$ cat config.mk
export PLATFORM = sky130hd
export DESIGN_NAME = am_demod_post
export DESIGN_NICKNAME = d
export VERILOG_FILES = /design/src/rtl/am_demod_post.sv
export SDC_FILE = /design/constraint.sdc
export NUM_CORES = 1
export LEC_CHECK = 0
export ABC_CLOCK_PERIOD_IN_PS = 2780
export BUFFER_PORTS_ARGS = -buffer_cell sky130_fd_sc_hd__buf_4
export CAP_MARGIN = 20
export CORE_ASPECT_RATIO = 0.5
export CORE_MARGIN = 2
export CORE_UTILIZATION = 45
export CTS_CLUSTER_DIAMETER = 60
export DETAILED_ROUTE_END_ITERATION = 8
export GPL_TIMING_DRIVEN = 0
export PLACE_DENSITY = 0.61
export SETUP_SLACK_MARGIN = 0.2
export SLEW_MARGIN = 20
export SYNTH_ARGS = -nofsm -noshare
export SYNTH_HDL_FRONTEND = slang
export SYNTH_HIERARCHICAL = 1
export SYNTH_SLANG_ARGS = --single-unit
$ cat constraint.sdc
create_clock -name clk_in -period 2.78 [get_ports clk_in]
set_input_delay 0.417 -clock clk_in [delete_from_list [all_inputs] [get_ports clk_in]]
set_output_delay 0.417 -clock clk_in [all_outputs]
set_load 0.03 [all_outputs]
$ cat src/rtl/am_demod_post.sv
// Post-FIR AM demod stage: scale/saturate to 16 bits, remove DC, decimate, buffer.
// Latency 3 cycles input-to-output; no input backpressure, excess samples drop to sticky overflow.

// Small valid/ready FIFO whose push is allowed when full only if a pop happens the same edge.
// Latency: written data visible at the head one cycle after the push edge.
// Backpressure: a push into a full FIFO without a pop is discarded and flagged on drop_o.
module am_demod_post_fifo #(
    parameter int W     = 16,
    parameter int DEPTH = 4
) (
    input  logic         clk_in,
    input  logic         rst,
    input  logic         push_i,
    input  logic [W-1:0] dat_i,
    input  logic         rdy_i,
    output logic         vld_o,
    output logic [W-1:0] dat_o,
    output logic         drop_o
);
    localparam int PW = $clog2(DEPTH);
    localparam int CW = PW + 1;

    logic [W-1:0]  mem_q [DEPTH];
    logic [PW-1:0] wr_ptr_q, rd_ptr_q;
    logic [CW-1:0] cnt_q, cnt_d;
    logic          do_pop, do_push, full;

    assign full    = (cnt_q == CW'(DEPTH));
    assign do_pop  = rdy_i && (cnt_q != '0);
    assign do_push = push_i && (!full || do_pop);
    assign drop_o  = push_i && full && !do_pop;
    assign vld_o   = (cnt_q != '0);
    assign dat_o   = mem_q[rd_ptr_q];

    always_comb begin
        cnt_d = cnt_q;
        if (do_push && !do_pop) cnt_d = cnt_q + 1'b1;
        else if (do_pop && !do_push) cnt_d = cnt_q - 1'b1;
    end

    always_ff @(posedge clk_in or negedge rst) begin
        if (!rst) begin
            for (int i = 0; i < DEPTH; i++) mem_q[i] <= '0;
            wr_ptr_q <= '0;
            rd_ptr_q <= '0;
            cnt_q    <= '0;
        end else begin
            // When full and popping, the write slot equals the slot being read out this edge.
            if (do_push) begin
                mem_q[wr_ptr_q] <= dat_i;
                wr_ptr_q        <= wr_ptr_q + 1'b1;
            end
            if (do_pop) rd_ptr_q <= rd_ptr_q + 1'b1;
            cnt_q <= cnt_d;
        end
    end
endmodule

// AM demodulator post-processing: >>>SHIFT + sat16, block-average DC removal, 1-in-DEC decimation.
// Latency: 3 cycles from in_valid to out_valid with the output FIFO empty.
// Backpressure: 4-deep FIFO on out_ready; a decimated sample arriving to a full FIFO sets overflow.
module am_demod_post #(
    parameter int SHIFT    = 20,
    parameter int AVG_LOG2 = 10,
    parameter int DEC      = 4
) (
    input  logic        clk_in,
    input  logic        rst,
    input  logic        in_valid,
    input  logic [47:0] in_data,
    output logic        out_valid,
    input  logic        out_ready,
    output logic [15:0] out_data,
    output logic [15:0] dc_level,
    output logic        overflow
);
    localparam int AW = 16 + AVG_LOG2;

    logic signed [47:0]    t;
    logic signed [15:0]    x_q, x_d, dc_q, dc_d, y_q, y_d;
    logic                  xv_q, yv_q, overflow_q;
    logic signed [AW-1:0]  acc_q, acc_d, sum;
    logic [AVG_LOG2-1:0]   wcnt_q, wcnt_d;
    logic signed [16:0]    diff;
    logic [3:0]            phase_q, phase_d;
    logic                  push, drop;

    assign t = $signed(in_data) >>> SHIFT;

    always_comb begin
        x_d = t[15:0];
        if (t > 48'sd32767) x_d = 16'sh7fff;
        else if (t < -48'sd32768) x_d = 16'sh8000;
    end

    // DC window: the terminal sample is folded into the average, then the window restarts.
    assign sum = acc_q + AW'(x_q);

    always_comb begin
        acc_d  = acc_q;
        wcnt_d = wcnt_q;
        dc_d   = dc_q;
        if (xv_q) begin
            if (&wcnt_q) begin
                dc_d   = 16'(sum >>> AVG_LOG2);
                acc_d  = '0;
                wcnt_d = '0;
            end else begin
                acc_d  = sum;
                wcnt_d = wcnt_q + 1'b1;
            end
        end
    end

    // Uses the DC estimate held before this edge, so a same-edge update applies from the next x.
    assign diff = 17'(x_q) - 17'(dc_q);

    always_comb begin
        y_d = diff[15:0];
        if (diff > 17'sd32767) y_d = 16'sh7fff;
        else if (diff < -17'sd32768) y_d = 16'sh8000;
    end

    assign push = yv_q && (phase_q == 4'd0);

    always_comb begin
        phase_d = phase_q;
        if (yv_q) phase_d = (phase_q == 4'(DEC - 1)) ? 4'd0 : phase_q + 4'd1;
    end

    always_ff @(posedge clk_in or negedge rst) begin
        if (!rst) begin
            x_q        <= '0;
            xv_q       <= 1'b0;
            acc_q      <= '0;
            wcnt_q     <= '0;
            dc_q       <= '0;
            y_q        <= '0;
            yv_q       <= 1'b0;
            phase_q    <= '0;
            overflow_q <= 1'b0;
        end else begin
            if (in_valid) x_q <= x_d;
            xv_q   <= in_valid;
            acc_q  <= acc_d;
            wcnt_q <= wcnt_d;
            dc_q   <= dc_d;
            if (xv_q) y_q <= y_d;
            yv_q    <= xv_q;
            phase_q <= phase_d;
            if (drop) overflow_q <= 1'b1;
        end
    end

    am_demod_post_fifo #(.W(16), .DEPTH(4)) u_fifo (
        .clk_in (clk_in),
        .rst    (rst),
        .push_i (push),
        .dat_i  (y_q),
        .rdy_i  (out_ready),
        .vld_o  (out_valid),
        .dat_o  (out_data),
        .drop_o (drop)
    );

    assign dc_level = dc_q;
    assign overflow = overflow_q;
endmodule
; After elaboration in Yosys (flattened, before gate mapping)
; Cells that the tools add are included.
[totals]
inputBits = 52
wordCells = 67
register_bits = 162
output_inout_bits = 34
[op_classes]
n_mux = 15
add_sub_neg = 8
magnitude_cmp = 7
n_bitwise = 2
n_eq_ne = 2
n_reduce_logical = 17
[ops]
columns = operator, count
row1 = 2-to-1 mux 16 bit, 7
row2 = bitwise mux 64 bit, 1
row3 = binary-select mux 16 bit (select 2 bit), 1
row4 = demux 16 bit (select 2 bit), 1
row5 = greater-than comparator 28 x 16 -> 1 bit (second input constant), 1
row6 = less-than comparator 28 x 16 -> 1 bit (second input constant), 1
row7 = adder 26 x 16 -> 26 bit, 1
row8 = 2-to-1 mux 26 bit, 1
row9 = greater-than comparator 17 x 16 -> 1 bit (second input constant), 1
row10 = less-than comparator 17 x 16 -> 1 bit (second input constant), 1
row11 = subtractor 16 x 16 -> 17 bit, 1
row12 = AND reduction 11 bit, 1
row13 = adder 10 x 1 -> 10 bit (second input constant), 1
row14 = 2-to-1 mux 10 bit, 1
row15 = AND reduction 10 bit, 1
row16 = logical AND 1 bit, 8
row17 = greater-or-equal comparator 3 bit (second input constant), 2
row18 = 2-to-1 mux 3 bit, 2
row19 = inverter 2 -> 3 bit, 2
row20 = adder 2 x 1 -> 2 bit (second input constant), 2
row21 = adder 4 x 1 -> 4 bit (second input constant), 1
row22 = equality test 4 x 2 -> 1 bit (second input constant), 1
row23 = logical NOT 4 bit, 1
row24 = 2-to-1 mux 4 bit, 1
row25 = 8 further kinds, 10

; Logic depth before layout (Yosys ltp)
; Gate-level depths: netlist of the first run.
[depth]
ltp_word = 8
depth_mapped = 12
mapped_depth_nobuf = 11

; Cells and area by module
; Netlist of the first run, hierarchy kept.
[by_module_without_submodules]
columns = module, seq_area_each_um2, cells_per_inst, n_inst, area_per_inst_um2
row1 = am_demod_post, 2277.2, 617, 1, 5686.7
row2 = am_demod_post_fifo, 1776.7, 193, 1, 3393.3

; Worst setup path after synthesis of the first run
; No wires, ideal clock.
[synth_path]
path_kind = register to register
start = register dc_q[0], in the netlist dc_level[0]
end = register y_q[10]
stages_incl_launch_ff = 12
path_buffers = 1
slack_ps = 143
arrival_ps = 2559
setup_time_ps = 78
required_time_ps = 2702
synth_period_minus_slack_ps = 2637
cell_sequence = dfrtp_1 ha_1 fa_1 nor2b_1 o211ai_1 a21boi_0 o21a_1 o21ai_0 nor2_1 buf_2 nor2_1 o2bb2ai_1
[synth_via]
elab_chain_cells = 4
word_cells_on_any_way = 5
cone_classes = add/sub: 1 / order compare: 2 / mux: 2
[synth_lines]
columns = item, line_no
row1 = "start, declared", 80  ; logic signed [15:0] x_q, x_d, dc_q, dc_d, y_q, y_d;
row2 = "start signal, assigned", 137  ; dc_q <= '0;
row3 = "start signal, assigned", 147  ; dc_q <= dc_d;
row4 = subtractor 16 x 16 -> 17 bit *, 116  ; assign diff = 17'(x_q) - 17'(dc_q);
row5 = less-than comparator 17 x 16 -> 1 bit, 121  ; else if (diff < -17'sd32768) y_d = 16'sh8000;
row6 = 2-to-1 mux 16 bit, 121
row7 = 2-to-1 mux 16 bit *, 120  ; if (diff > 17'sd32767) y_d = 16'sh7fff;
row8 = "end signal, assigned", 148  ; if (xv_q) y_q <= y_d;
row9 = "end, declared", 80
; Mark *: on every way between the ends. The rest lies on a longest branch, timed or not.
; A chain may end at the register's enable or synchronous reset.

; Worst setup path in the final report of the first run
[layout_path]
start = register x_q[1]
end = register dc_q[15], in the netlist dc_level[15]
[layout_via]
elab_chain_cells = 1
[layout_lines]
columns = item, line_no
row1 = "start, declared", 80
row2 = "start signal, assigned", 133  ; x_q <= '0;
row3 = "start signal, assigned", 143  ; if (in_valid) x_q <= x_d;
row4 = adder 26 x 16 -> 26 bit, 97  ; assign sum = acc_q + AW'(x_q);
; Every way passes these cells.

==> flow_summary.rst, run 1 <==
.. list-table::
   :header-rows: 1

   * - Metric
     - Value
   * - Die Footprint
     - 21400 um^2
   * - WL/cell
     - 18.1 um
   * - Fin. max-slew vios
     - 0
   * - Pint
     - 7.31 mW
   * - # port buffers
     - 65
   * - Clock buffer depth
     - 2
   * - Gr usage total
     - 21.1%
   * - Layout Skew
     - 0.0291 ns
   * - Half-perimeter wire length after detailed placement
     - 15100 um
   * - Crit path largest cell delay
     - 0.40 ns
   * - Number of standard cells in the layout, taps in and fillers out
     - 1195
   * - Net count of the finished layout
     - 1020
   * - Master cell of the clock root buffer
     - clkbuf_16
   * - Maximum number of pins on one net before global-route repair
     - 83
   * - Worst vdd ir
     - 364 uV
   * - Setup repair after global routing missed its margin
     - true
   * - Static power due to leakage
     - 4.97 nW
   * - Area of the multi-input gates
     - 4910 um^2
   * - Worst setup slack for register-to-register paths
     - 0.09 ns
   * - Fraction of layout cells with a size suffix above 1
     - 30.6%
   * - Worst EP arrival
     - 3.03 ns
   * - DIE WIDTH
     - 205 um
   * - Final Cycle Share
     - 96.8%
   * - Count of TritonRoute iterations in the first routing pass
     - 4
   * - Library cells used by synthesis
     - 66
   * - Iteration-0 DRC Markers
     - 431
   * - Antenna violations before repair
     - 0
   * - Worst path cell trace
     - ha_1 > a211o_1 > a211o_1 > a21o_2 > a41o_1 > a21o_1 > or3b_1 > a21oi_2 > a21oi_1
   * - Clock transition at the registers of the reported paths
     - 0.07 ns
   * - Cell seen most often among critical-path stages
     - a211o_1
   * - Path category of the worst min-delay check
     - input pin to register
   * - Relative max-transition margin
     - 55.4%
   * - Proportion of synthesized chip area in sequential cells
     - 44.6%
   * - # clock sinks
     - 162
   * - Total power per unit cell area
     - 1060 nW/um^2
   * - Most frequent cells in the layout
     - 157 x dfrtp_1, 81 x buf_4, 58 x nor2_1, 52 x nand2_1, 47 x inv_1
   * - GRT Max-Usage Layer
     - met2
   * - Number of antenna-violating nets in the routed design
     - 0
   * - P&R area growth vs syn
     - 21.8%
   * - Design area
     - 11100 um^2
   * - Cell Area, Synth
     - 9080 um^2
   * - Area after detailed placement
     - 9940 um^2
   * - Overall overflow remaining after global route
     - 0
   * - Combinational fraction of design power
     - 46.8%
   * - Kind of launch point of the worst setup path
     - register
   * - Sequential share of power
     - 32.5%
   * - Top_reg_cell synth
     - dfrtp_1
   * - Synth Instances
     - 810
   * - Die height
     - 104 um
   * - Std-Cell Core Area
     - 19600 um^2
   * - Most common cell after layout, fill and taps aside
     - dfrtp_1
   * - Critical path class
     - register to register
   * - Total of endpoints with negative setup slack in the final report
     - 0
   * - Met1 track demand over resource
     - 31.4%
   * - Met3 Track Usage GR
     - 4.14%
   * - Post-synth ARST share
     - 100%
   * - Clock share of power
     - 20.8%
   * - Worst hold margin
     - 0.0992 ns
   * - Outcome
     - completed
   * - Num CTS Buffers
     - 17
   * - Proportion of total power due to net switching
     - 37.6%
   * - Switching power summed over all nets
     - 4.40 mW
   * - Final min period
     - 2.69 ns
   * - Number of flops mapped to enable cells by yosys
     - 0
   * - Register Area
     - 4060 um^2
   * - Count of synthesis-stage warnings from yosys
     - 6
   * - Maximum clock rate
     - 372 MHz
   * - Number of levels the H-tree was split into
     - 4
   * - Kind of end point of the critical path
     - register
   * - Vias post-DR
     - 6550
   * - Wire length of the first global-routing pass
     - 35300 um
   * - Number of instances in the placed design
     - 1142
   * - Mean number of vias per cell
     - 5.48
   * - Max-cap violations
     - 0
   * - Residual DRC count
     - 0
   * - Transition time of the tightest slew-check pin
     - 0.669 ns
   * - Global Route met2 Usage
     - 31.5%
   * - Gp weighted congestion
     - 0.881
   * - Site row count
     - 36
   * - Antenna cell count
     - 0
   * - Insertion delay to the later sink of the worst-skew pair
     - 0.45 ns
   * - Layout fillers
     - 1709
   * - Average footprint of a synthesized cell
     - 11.2 um^2
   * - Hold Violations, Final
     - 0
   * - Initial Util
     - 46.2%
   * - Critical Path RT
     - 3.12 ns
   * - Post-Route WL
     - 21600 um
   * - Number of global-route vias before repair
     - 6535
   * - Boundary Pins
     - 86
   * - Count of state elements after synthesis
     - 162
   * - Max stage delay cell, worst path
     - dfrtp_1
   * - CTS tree
     - built
   * - Synthesized Nets
     - 914
   * - Crit path max fanout
     - 3
per-layer routing:
metal / share of wire, % / up-vias
met5: 0 / -
met4: 0.60 / 0
met2: 45 / 86
met1: 51 / 3305
li1: - / 3152
met3: 3.2 / 7
stage by stage:
stage | setup TNS [ns] | util (%) | setup slack (ns) | total power [mW]
finish | 0 | 56.3 | 0.0891 | 11.7
global placement | -1.28 | 50.4 | -0.143 | 8.71
global route | -0.00146 | 56.3 | -0.00146 | 12.5
floorplan | 0 | - | 0.207 | 7.54
detailed placement | -1.68 | 50.6 | -0.155 | 8.84
CTS | 0 | 54.4 | 0.0902 | 11.5
power groups by stage:
stage / Combinational, mW / Clock (mW) / Sequential [mW]
floorplan: 3.91 / 0 / 3.63
global placement: 4.93 / 0 / 3.78
detailed placement: 5.04 / 0 / 3.81
CTS: 5.20 / 2.47 / 3.80
global route: 5.97 / 2.58 / 3.91
finish: 5.47 / 2.43 / 3.80
state kept, by name, indices dropped and copies added, names as in the netlist:
| signal | count |
|---|---|
| xv_q | 1 |
| overflow | 1 |
| x_q | 16 |
| yv_q | 1 |
| acc_q | 26 |
| y_q | 16 |
| u_fifo/wr_ptr_q | 2 |
| u_fifo/cnt_q | 3 |
| wcnt_q | 10 |
| u_fifo/mem_q | 64 |
| u_fifo/rd_ptr_q | 2 |
| phase_q | 4 |
| dc_level | 16 |
worst max-delay path: cells and delay by family (launching register included):
family | cells | cell delay [ns]
simple gates | 1 | 0.38
compound gates | 7 | 1.51
flops | 1 | 0.40
fa+ha+maj | 1 | 0.30
cells by family (layout without fill, tap and decap cells):
group           Yosys count  count (layout)  synth area share, %
simple gates            196             196                 10.3
compound gates          185             185                 14.1
buf+inv                  80             199                 4.53
xor+xnor                 48              48                 4.63
mux                      87              87                 14.4
fa+ha+maj                52              52                 7.41
flops                   162             162                 44.6
path summary, 6_finish.rpt:
| check | from | to | cells past startpoint |
|---|---|---|---|
| setup / recovery | x_q[1] | dc_level[15] | 9 |
| hold / removal | in_valid | xv_q | 1 |
| setup reg to reg | x_q[1] | dc_level[15] | 9 |
| hold reg to reg | xv_q | yv_q | 0 |
| max in group asynchronous | rst | u_fifo/mem_q[1] | 3 |
| min in group asynchronous | rst | acc_q[20] | 2 |
what timing repair did:
| action | 4_1_cts | 5_1_grt |
|---|---|---|
| setup buffers | 4 | 14 |
| hold buffers | 1 | 0 |
| cloned | 0 | 2 |
| pin swaps | 16 | 30 |
| setup endpoints to repair | 40 | 39 |
| resized for setup | 30 | 64 |
| hold endpoints to repair | 5 | 0 |
cells in the mapped netlist (3+ instances only):
cell type  instances  area, um^2
nor2_1            62         233
a21o_1            11        82.6
or2_2              3        18.8
and3_1             8        50.1
clkbuf_1          15        56.3
o21ai_0           35         175
o21a_1            10        75.1
a21oi_1           30         150
and2_1             3        18.8
nor3_1            11        55.1
nor2b_1           12        75.1
xnor2_1           32         280
mux2_4            40         601
nor4_1             4        25.0
a22o_1            10        87.6
a21o_2             3        26.3
buf_12             4        80.1
mux2i_1            5        50.1
nand4_1            9        56.3
inv_1             49         184
nand2b_1           6        37.5
o211ai_1           4        30.0
xor2_1            16         140
buf_2              4        20.0
o2bb2ai_1         28         245
o31ai_1            4        30.0
o22ai_1           17         106
fa_1               3        60.1
mux2_2            26         293
a31oi_1            6        37.5
a211o_1            4        35.0
mux4_2            16         360
ha_1              49         613
buf_6              4        45.0
dfrtp_1          162        4050
nand2_1           54         203
nand3_1           12        60.1
o21bai_1           3        22.5
area by class of cell:
cell class / instances / area share (%)
clock buffer: 20 / 4.13
multi-input combinational: 568 / 44.4
timing repair buffer: 87 / 6.43
clock inverter: 12 / 1.32
sequential: 162 / 36.7
tap: 266 / 3.01
buffer: 30 / 2.22
inverter: 50 / 1.72
(Power assumes the default switching activity.)
==> run 2, diff against run 1 <==
- ABC_AREA: default -> 1
==> flow_summary.rst, run 2 <==
.. list-table::
   :header-rows: 1

   * - Metric
     - Value
   * - Worst EP arrival
     - 2.05 ns (was 3.03 ns)
   * - Crit path capture
     - out_data[0] (was dc_level[15])
   * - Wire length of the first global-routing pass
     - 44800 um (was 35300 um)
   * - Biggest regs
     - u_fifo/mem_q x64, acc_q x26 (unchanged)
   * - Total power per unit cell area
     - 1010 nW/um^2 (was 1060 nW/um^2)
   * - Number of standard cells in the layout, taps in and fillers out
     - 1709 (was 1195)
   * - Overall overflow remaining after global route
     - 0 (unchanged)
   * - Proportion of synthesized chip area in sequential cells
     - 41.0% (was 44.6%)
   * - Startpoint of the most critical register-to-register path
     - x_q[9] (was x_q[1])
   * - Half-perimeter wire length after detailed placement
     - 20400 um (was 15100 um)
   * - Boundary Pins
     - 86 (unchanged)
   * - Count of state elements after synthesis
     - 162 (unchanged)
   * - Iteration-0 DRC Markers
     - 646 (was 431)
   * - Cell Area, Synth
     - 9890 um^2 (was 9080 um^2)
   * - Kind of end point of the critical path
     - output port (was register)
   * - Number of instances in the placed design
     - 1677 (was 1142)
   * - Setup repair after global routing missed its margin
     - false (was true)
   * - Die height
     - 109 um (was 104 um)
   * - Critical Path RT
     - 2.36 ns (was 3.12 ns)
   * - Critical path class
     - register to output port (was register to register)
   * - Max-cap violations
     - 0 (unchanged)
   * - Std-Cell Core Area
     - 21600 um^2 (was 19600 um^2)
   * - Top cell types by occurrence after synthesis
     - 433 x nand2_1, 162 x dfrtp_1, 109 x inv_1, 104 x nor2_1, 76 x nand4_1 (was 162 x dfrtp_1, 62 x nor2_1, 54 x nand2_1, 49 x ha_1, 49 x inv_1)
   * - # clock sinks
     - 162 (unchanged)
   * - Post-Route WL
     - 27000 um (was 21600 um)
   * - Fin util
     - 52.6% (was 56.3%)
   * - Postcts setup bufs
     - 0 (was 4)
   * - Worst vdd ir
     - 538 uV (was 364 uV)
   * - Worst setup slack for register-to-register paths
     - 0.41 ns (was 0.09 ns)
   * - Dominant cell type by area after synthesis
     - dfrtp_1 (unchanged)
   * - Crit path max fanout
     - 10 (was 3)
   * - # port buffers
     - 65 (unchanged)
   * - Largest register by flop count
     - u_fifo/mem_q (unchanged)
   * - Worst Reg-to-Reg Cells
     - 8 (was 9)
   * - Mux contribution to synthesized area
     - 0.114% (was 14.4%)
   * - Mean number of vias per cell
     - 5.27 (was 5.48)
   * - Most common cell after layout, fill and taps aside
     - nand2_1 (was dfrtp_1)
   * - Num CTS Buffers
     - 17 (unchanged)
   * - Most frequent cells in the layout
     - 433 x nand2_1, 161 x dfrtp_1, 109 x inv_1, 104 x nor2_1, 76 x nand4_1 (was 157 x dfrtp_1, 81 x buf_4, 58 x nor2_1, 52 x nand2_1, 47 x inv_1)
   * - Reg-to-reg critical path endpoint
     - dc_level[4] (was dc_level[15])
   * - Total of endpoints with negative setup slack in the final report
     - 0 (unchanged)
   * - Number of flops mapped to enable cells by yosys
     - 0 (unchanged)
   * - Clock transition at the registers of the reported paths
     - 0.06 ns (was 0.07 ns)
   * - WL/cell
     - 15.8 um (was 18.1 um)
   * - P&R area growth vs syn
     - 15.1% (was 21.8%)
   * - Number of cells on the worst hold path
     - 1 (unchanged)
   * - Site row count
     - 38 (was 36)
   * - Library cells used by synthesis
     - 48 (was 66)
   * - Combinational family with the most area after synthesis
     - simple AND/OR/NAND/NOR gates (was multiplexers)
   * - Launching element of the worst setup path
     - u_fifo/rd_ptr_q[0] (was x_q[1])
   * - Register Area
     - 4060 um^2 (about the same)
   * - Ranking of synthesized cells by area
     - dfrtp_1 41%, nand2_1 16%, ha_1 6.2% (was dfrtp_1 45%, ha_1 6.8%, mux2_4 6.6%)
   * - Arithmetic-cell share of the synthesized area counting full adders, half adders and majority gates
     - 6.81% (was 7.41%)
   * - Kind of launch point of the worst setup path
     - register (unchanged)
   * - Post-synth ARST share
     - 100% (unchanged)
   * - Post-synthesis compound-gate area fraction
     - 8.99% (was 14.1%)
   * - Static power due to leakage
     - 5.93 nW (was 4.97 nW)
   * - Number of global-route vias before repair
     - 8783 (was 6535)
   * - Layout fillers
     - 2084 (was 1709)
   * - Count of synthesis-stage warnings from yosys
     - 6 (unchanged)
   * - Fin. max-slew vios
     - 0 (unchanged)
   * - Top_reg_cell synth
     - dfrtp_1 (unchanged)
   * - Final Cycle Share
     - 88.7% (was 96.8%)
   * - DIE WIDTH
     - 214 um (was 205 um)
   * - Layout Skew
     - 0.00882 ns (was 0.0291 ns)
   * - Synthesized Nets
     - 1415 (was 914)
   * - Path category of the worst min-delay check
     - input pin to register (unchanged)
   * - Transition time of the tightest slew-check pin
     - 0.595 ns (was 0.669 ns)
   * - Gr usage total
     - 25.1% (was 21.1%)
   * - Maximum number of pins on one net before global-route repair
     - 94 (was 83)
   * - Relative max-transition margin
     - 60.4% (was 55.4%)
   * - Die Footprint
     - 23300 um^2 (was 21400 um^2)
   * - Gp weighted congestion
     - 0.926 (was 0.881)
   * - Share of synthesized cell area in and, or, nand and nor gates
     - 33.4% (was 10.3%)
   * - Hold Violations, Final
     - 0 (unchanged)
   * - Flip-flop count of the largest register after layout
     - 64 (unchanged)
   * - Outcome
     - completed (unchanged)
   * - Final min period
     - 2.47 ns (was 2.69 ns)
   * - Vias post-DR
     - 9009 (was 6550)
   * - Final worst slack
     - 0.315 ns (was 0.0891 ns)
   * - Clock buffer depth
     - 2 (unchanged)
   * - Fraction of layout cells with a size suffix above 1
     - 13.3% (was 30.6%)
   * - Net count of the finished layout
     - 1501 (was 1020)
   * - Accumulated negative setup slack
     - 0 ns (unchanged)
   * - Setup Slack @ Placement
     - 0.291 ns (was -0.155 ns)
   * - Number of levels the H-tree was split into
     - 4 (unchanged)
   * - Area of the multi-input gates
     - 5090 um^2 (was 4910 um^2)
   * - Antenna cell count
     - 0 (unchanged)
   * - Residual DRC count
     - 0 (unchanged)
   * - Initial Util
     - 45.7% (was 46.2%)
   * - Antenna violations before repair
     - 0 (unchanged)
   * - Synth Instances
     - 1311 (was 810)
   * - CTS tree
     - built (unchanged)
   * - Master cell of the clock root buffer
     - clkbuf_16 (unchanged)
   * - Number of antenna-violating nets in the routed design
     - 0 (unchanged)
   * - Area share of xor/xnor cells in the synthesized design
     - 2.04% (was 4.63%)
   * - Count of TritonRoute iterations in the first routing pass
     - 5 (was 4)
   * - Area after detailed placement
     - 10800 um^2 (was 9940 um^2)
   * - Maximum clock rate
     - 406 MHz (was 372 MHz)
   * - Average footprint of a synthesized cell
     - 7.54 um^2 (was 11.2 um^2)
   * - Area share of the largest cell type after synthesis
     - 41.0% (was 44.6%)
   * - Top-count cell post-synth
     - nand2_1 (was dfrtp_1)
   * - Design area
     - 11400 um^2 (was 11100 um^2)
   * - Insertion delay to the later sink of the worst-skew pair
     - 0.45 ns (about the same)
==> run 2: cell count changes in the layout (fill, tap and decap cells not counted), moves of 19 or more <==
cell       delta
nand4_1      +67
nand3_1      +49
nand2_1     +381
buf_2        +20
nor2_1       +46
mux2_4       -40
nand2_2      +19
o21ai_0      +30
inv_1        +62
mux2_2       -25
o2bb2ai_1    -24
==> run 2: cell type report <==
type,count,share of cell area [%]
tap,300,3.30
clock inverter,10,1.09
timing repair buffer,67,4.68
inverter,119,3.92
clock buffer,21,3.96
sequential,162,35.6
multi-input combinational,977,44.7
buffer,53,2.75
==> run 2: repair_timing <==
action / CTS / global route
hold buffers: 1 / 0
setup endpoints to repair: 0 / 22
endpoints found under the hold margin: 69 / 0
gates resized for setup: 0 / 5
==> run 2: cell families (layout without fill, tap and decap cells) <==
kind of cell    Yosys count  in the layout
simple gates            743            743
buf+inv                 172            270
flops                   162            162
compound gates          158            158
fa+ha+maj                52             52
xor+xnor                 23             23
mux                       1              1
==> run 2: worst max-delay path: stages, from the launching register on <==
cell      delay, ns
dfrtp_1        0.32
buf_2          0.19
clkbuf_1       0.48
nor2_1         0.11
o22ai_1        0.28
buf_4          0.23
==> run 2: through the flow <==
| stage | hold WS (ns) | total power, mW |
|---|---|---|
| 3_3_place_gp | 0.449 | 8.95 |
| 4_1_cts | 0.0786 | 11.5 |
| 3_5_place_dp | 0.424 | 9.08 |
| 6_report | 0.0974 | 11.5 |
| 5_1_grt | 0.0749 | 12.4 |
| 2_1_floorplan | 0.121 | 7.50 |
==> run 2: layer usage <==
layer / GRT usage, % / part of all wire (%)
met5: 0 / 0
met4: 7.69 / 1.9
met3: 7.20 / 6.9
met2: 39.3 / 44
met1: 33.8 / 47
==> run 2: power by group <==
group / switching [mW] / total [mW] / internal (mW) / leakage, nW
combinational: 3.48 / 5.36 / 1.88 / 3.58
clock: 0.990 / 2.34 / 1.35 / 0.275
sequential: 0.603 / 3.76 / 3.16 / 2.07
==> run 2: worst min path at each step <==
stage / start / to
floorplan: rst / acc_q[0]
global placement: u_fifo/mem_q[22] / u_fifo/mem_q[22]
detailed placement: rst / x_q[8]
finish: in_valid / xv_q
CTS: in_valid / xv_q
global route: in_valid / xv_q
==> run 3, diff against run 2 <==
- PLACE_DENSITY: 0.61 -> 0.74
==> flow_summary.rst, run 3 (synthesis gave the netlist of run 2 again) <==
.. list-table::
   :header-rows: 1

   * - Metric
     - Value
   * - GRT Max-Usage Layer
     - met2 (unchanged)
   * - Boundary Pins
     - 86 (unchanged)
   * - Residual DRC count
     - 0 (unchanged)
   * - Static power due to leakage
     - 5.97 nW (was 5.93 nW)
   * - Layout Skew
     - 0.00752 ns (was 0.00882 ns)
   * - Worst hold margin
     - 0.0956 ns (was 0.0974 ns)
   * - Relative max-transition margin
     - 56.5% (was 60.4%)
   * - Overall overflow remaining after global route
     - 0 (unchanged)
   * - Final Cycle Share
     - 85.7% (was 88.7%)
   * - Critical Path RT
     - 3.10 ns (was 2.36 ns)
   * - Number of levels the H-tree was split into
     - 4 (unchanged)
   * - Wire length of the first global-routing pass
     - 44700 um (was 44800 um)
   * - # clock sinks
     - 162 (unchanged)
   * - Worst setup slack for register-to-register paths
     - 0.40 ns (was 0.41 ns)
   * - Number of antenna-violating nets in the routed design
     - 0 (unchanged)
   * - Biggest regs
     - u_fifo/mem_q x64, acc_q x26 (unchanged)
   * - Number of cells on the worst hold path
     - 1 (unchanged)
   * - Fraction of layout cells with a size suffix above 1
     - 13.8% (was 13.3%)
   * - Site row count
     - 38 (unchanged)
   * - Met3 Track Usage GR
     - 5.04% (was 7.20%)
   * - Critical path class
     - register to register (was register to output port)
   * - Clock buffer depth
     - 2 (unchanged)
   * - Most common cell after layout, fill and taps aside
     - nand2_1 (unchanged)
   * - Path category of the worst min-delay check
     - input pin to register (unchanged)
   * - Hold Violations, Final
     - 0 (unchanged)
   * - Total power per unit cell area
     - 1020 nW/um^2 (was 1010 nW/um^2)
   * - Maximum clock rate
     - 420 MHz (was 406 MHz)
   * - Half-perimeter wire length after detailed placement
     - 19800 um (was 20400 um)
   * - Final min period
     - 2.38 ns (was 2.47 ns)
   * - Worst Reg-to-Reg Cells
     - 8 (unchanged)
   * - DIE WIDTH
     - 214 um (unchanged)
   * - Num CTS Buffers
     - 17 (unchanged)
   * - P&R area growth vs syn
     - 15.8% (was 15.1%)
   * - Number of global-route vias before repair
     - 9032 (was 8783)
   * - CTS tree
     - built (unchanged)
   * - Accumulated negative setup slack
     - 0 ns (unchanged)
   * - Outcome
     - completed (unchanged)
   * - Master cell of the clock root buffer
     - clkbuf_16 (unchanged)
   * - Global Route met2 Usage
     - 41.4% (was 39.3%)
   * - Initial Util
     - 45.7% (unchanged)
   * - Register Area
     - 4060 um^2 (unchanged)
   * - Setup repair after global routing missed its margin
     - false (unchanged)
   * - Largest register by flop count
     - u_fifo/mem_q (unchanged)
   * - Kind of launch point of the worst setup path
     - register (unchanged)
   * - Total of endpoints with negative setup slack in the final report
     - 0 (unchanged)
   * - Maximum number of pins on one net before global-route repair
     - 87 (was 94)
   * - Area of the multi-input gates
     - 5090 um^2 (about the same)
   * - Worst vdd ir
     - 454 uV (was 538 uV)
   * - # port buffers
     - 65 (unchanged)
   * - Antenna violations before repair
     - 0 (unchanged)
   * - Post-Route WL
     - 26400 um (was 27000 um)
   * - Antenna cell count
     - 0 (unchanged)
   * - Std-Cell Core Area
     - 21600 um^2 (unchanged)
   * - Vias post-DR
     - 9171 (was 9009)
   * - Fin. max-slew vios
     - 0 (unchanged)
   * - Kind of end point of the critical path
     - register (was output port)
   * - Clock transition at the registers of the reported paths
     - 0.07 ns (was 0.06 ns)
   * - Mean number of vias per cell
     - 5.36 (was 5.27)
   * - Count of TritonRoute iterations in the first routing pass
     - 5 (unchanged)
   * - Launching element of the worst setup path
     - x_q[5] (was u_fifo/rd_ptr_q[0])
   * - Die height
     - 109 um (unchanged)
   * - Worst EP arrival
     - 2.70 ns (was 2.05 ns)
   * - Die Footprint
     - 23300 um^2 (unchanged)
   * - Insertion delay to the later sink of the worst-skew pair
     - 0.43 ns (was 0.45 ns)
   * - Layout fillers
     - 1985 (was 2084)
   * - Iteration-0 DRC Markers
     - 809 (was 646)
   * - Met1 track demand over resource
     - 30.8% (was 33.8%)
   * - Reg-to-reg critical path endpoint
     - dc_level[4] (unchanged)
   * - Flip-flop count of the largest register after layout
     - 64 (unchanged)
   * - Gr usage total
     - 24.3% (was 25.1%)
   * - Transition time of the tightest slew-check pin
     - 0.650 ns (was 0.595 ns)
   * - Crit path max fanout
     - 4 (was 10)
   * - Max-cap violations
     - 0 (unchanged)
   * - Startpoint of the most critical register-to-register path
     - x_q[5] (was x_q[9])
   * - Crit path capture
     - dc_level[4] (was out_data[0])
   * - Most frequent cells in the layout
     - 431 x nand2_1, 161 x dfrtp_1, 109 x inv_1, 104 x nor2_1, 76 x nand4_1 (was 433 x nand2_1, 161 x dfrtp_1, 109 x inv_1, 104 x nor2_1, 76 x nand4_1)
   * - Gp weighted congestion
     - 0.978 (was 0.926)
   * - WL/cell
     - 15.4 um (was 15.8 um)
   * - Net count of the finished layout
     - 1501 (unchanged)
-- run 3: cell types whose count changed in the layout (fill, tap and decap cells not counted), sizes merged --
cell,before,now
clkbuf,36,33
inv,122,125
bufinv,2,4
clkinvlp,2,0
clkinv,3,4
-- run 3: worst min-delay path by stage --
| stage | to | start | slack (ns) |
|---|---|---|---|
| 6_report | xv_q | in_valid | 0.1 |
| 5_1_grt | xv_q | in_valid | 0.09 |
| 4_1_cts | xv_q | in_valid | 0.08 |
| 3_5_place_dp | acc_q[8] | rst | 0.44 |
| 3_3_place_gp | u_fifo/mem_q[24] | u_fifo/mem_q[24] | 0.45 |
| 2_1_floorplan | acc_q[0] | rst | 0.12 |
-- run 3: routing by layer --
metal,up-vias,wire [um]
li1,4501,-
met1,4306,11400
met2,319,12600
met3,45,1830
met4,0,626
met5,-,0
-- run 3: per-stage QoR --
stage	power [mW]	instances	utilization, %	setup WS, ns	area (um^2)
2_1_floorplan	7.50	1311	-	0.495	9890
3_3_place_gp	8.89	1676	49.7	0.361	10800
3_5_place_dp	9.08	1677	49.9	0.303	10800
4_1_cts	11.7	1710	52.9	0.287	11400
5_1_grt	12.6	1710	52.9	0.224	11500
6_report	11.7	1710	52.9	0.398	11500
-- run 3: worst max-delay path: stages (launching register included) --
cell	delay, ns
dfrtp_1	0.45
ha_1	0.38
a21oi_1	0.28
o21ai_0	0.19
nor2_1	0.26
o21ai_0	0.22
or2_2	0.34
nand3_1	0.08
o21ai_1	0.06
-- run 3: area by class of cell --
type	instances	share of cell area, %
multi-input cells	977	44.5
flip-flops and latches	162	35.4
repair buffers	67	4.65
inverters	119	3.90
clock buffers	18	3.83
well taps	300	3.28
plain buffers	53	2.73
clock inverters	14	1.73
-- run 3: what timing repair did --
action                     in CTS  in global routing
resized for setup               0                  7
buffers inserted                0                  0
setup endpoints to repair       0                 20
hold buffers                    1                  0
hold endpoints to repair       37                  0
-- run 3: power breakdown --
| part | leakage [nW] | total, mW | internal [mW] | switching, mW |
|---|---|---|---|---|
| Sequential | 2.07 | 3.76 | 3.16 | 0.606 |
| Combinational | 3.58 | 5.41 | 1.88 | 3.52 |
| Clock | 0.319 | 2.56 | 1.54 | 1.01 |
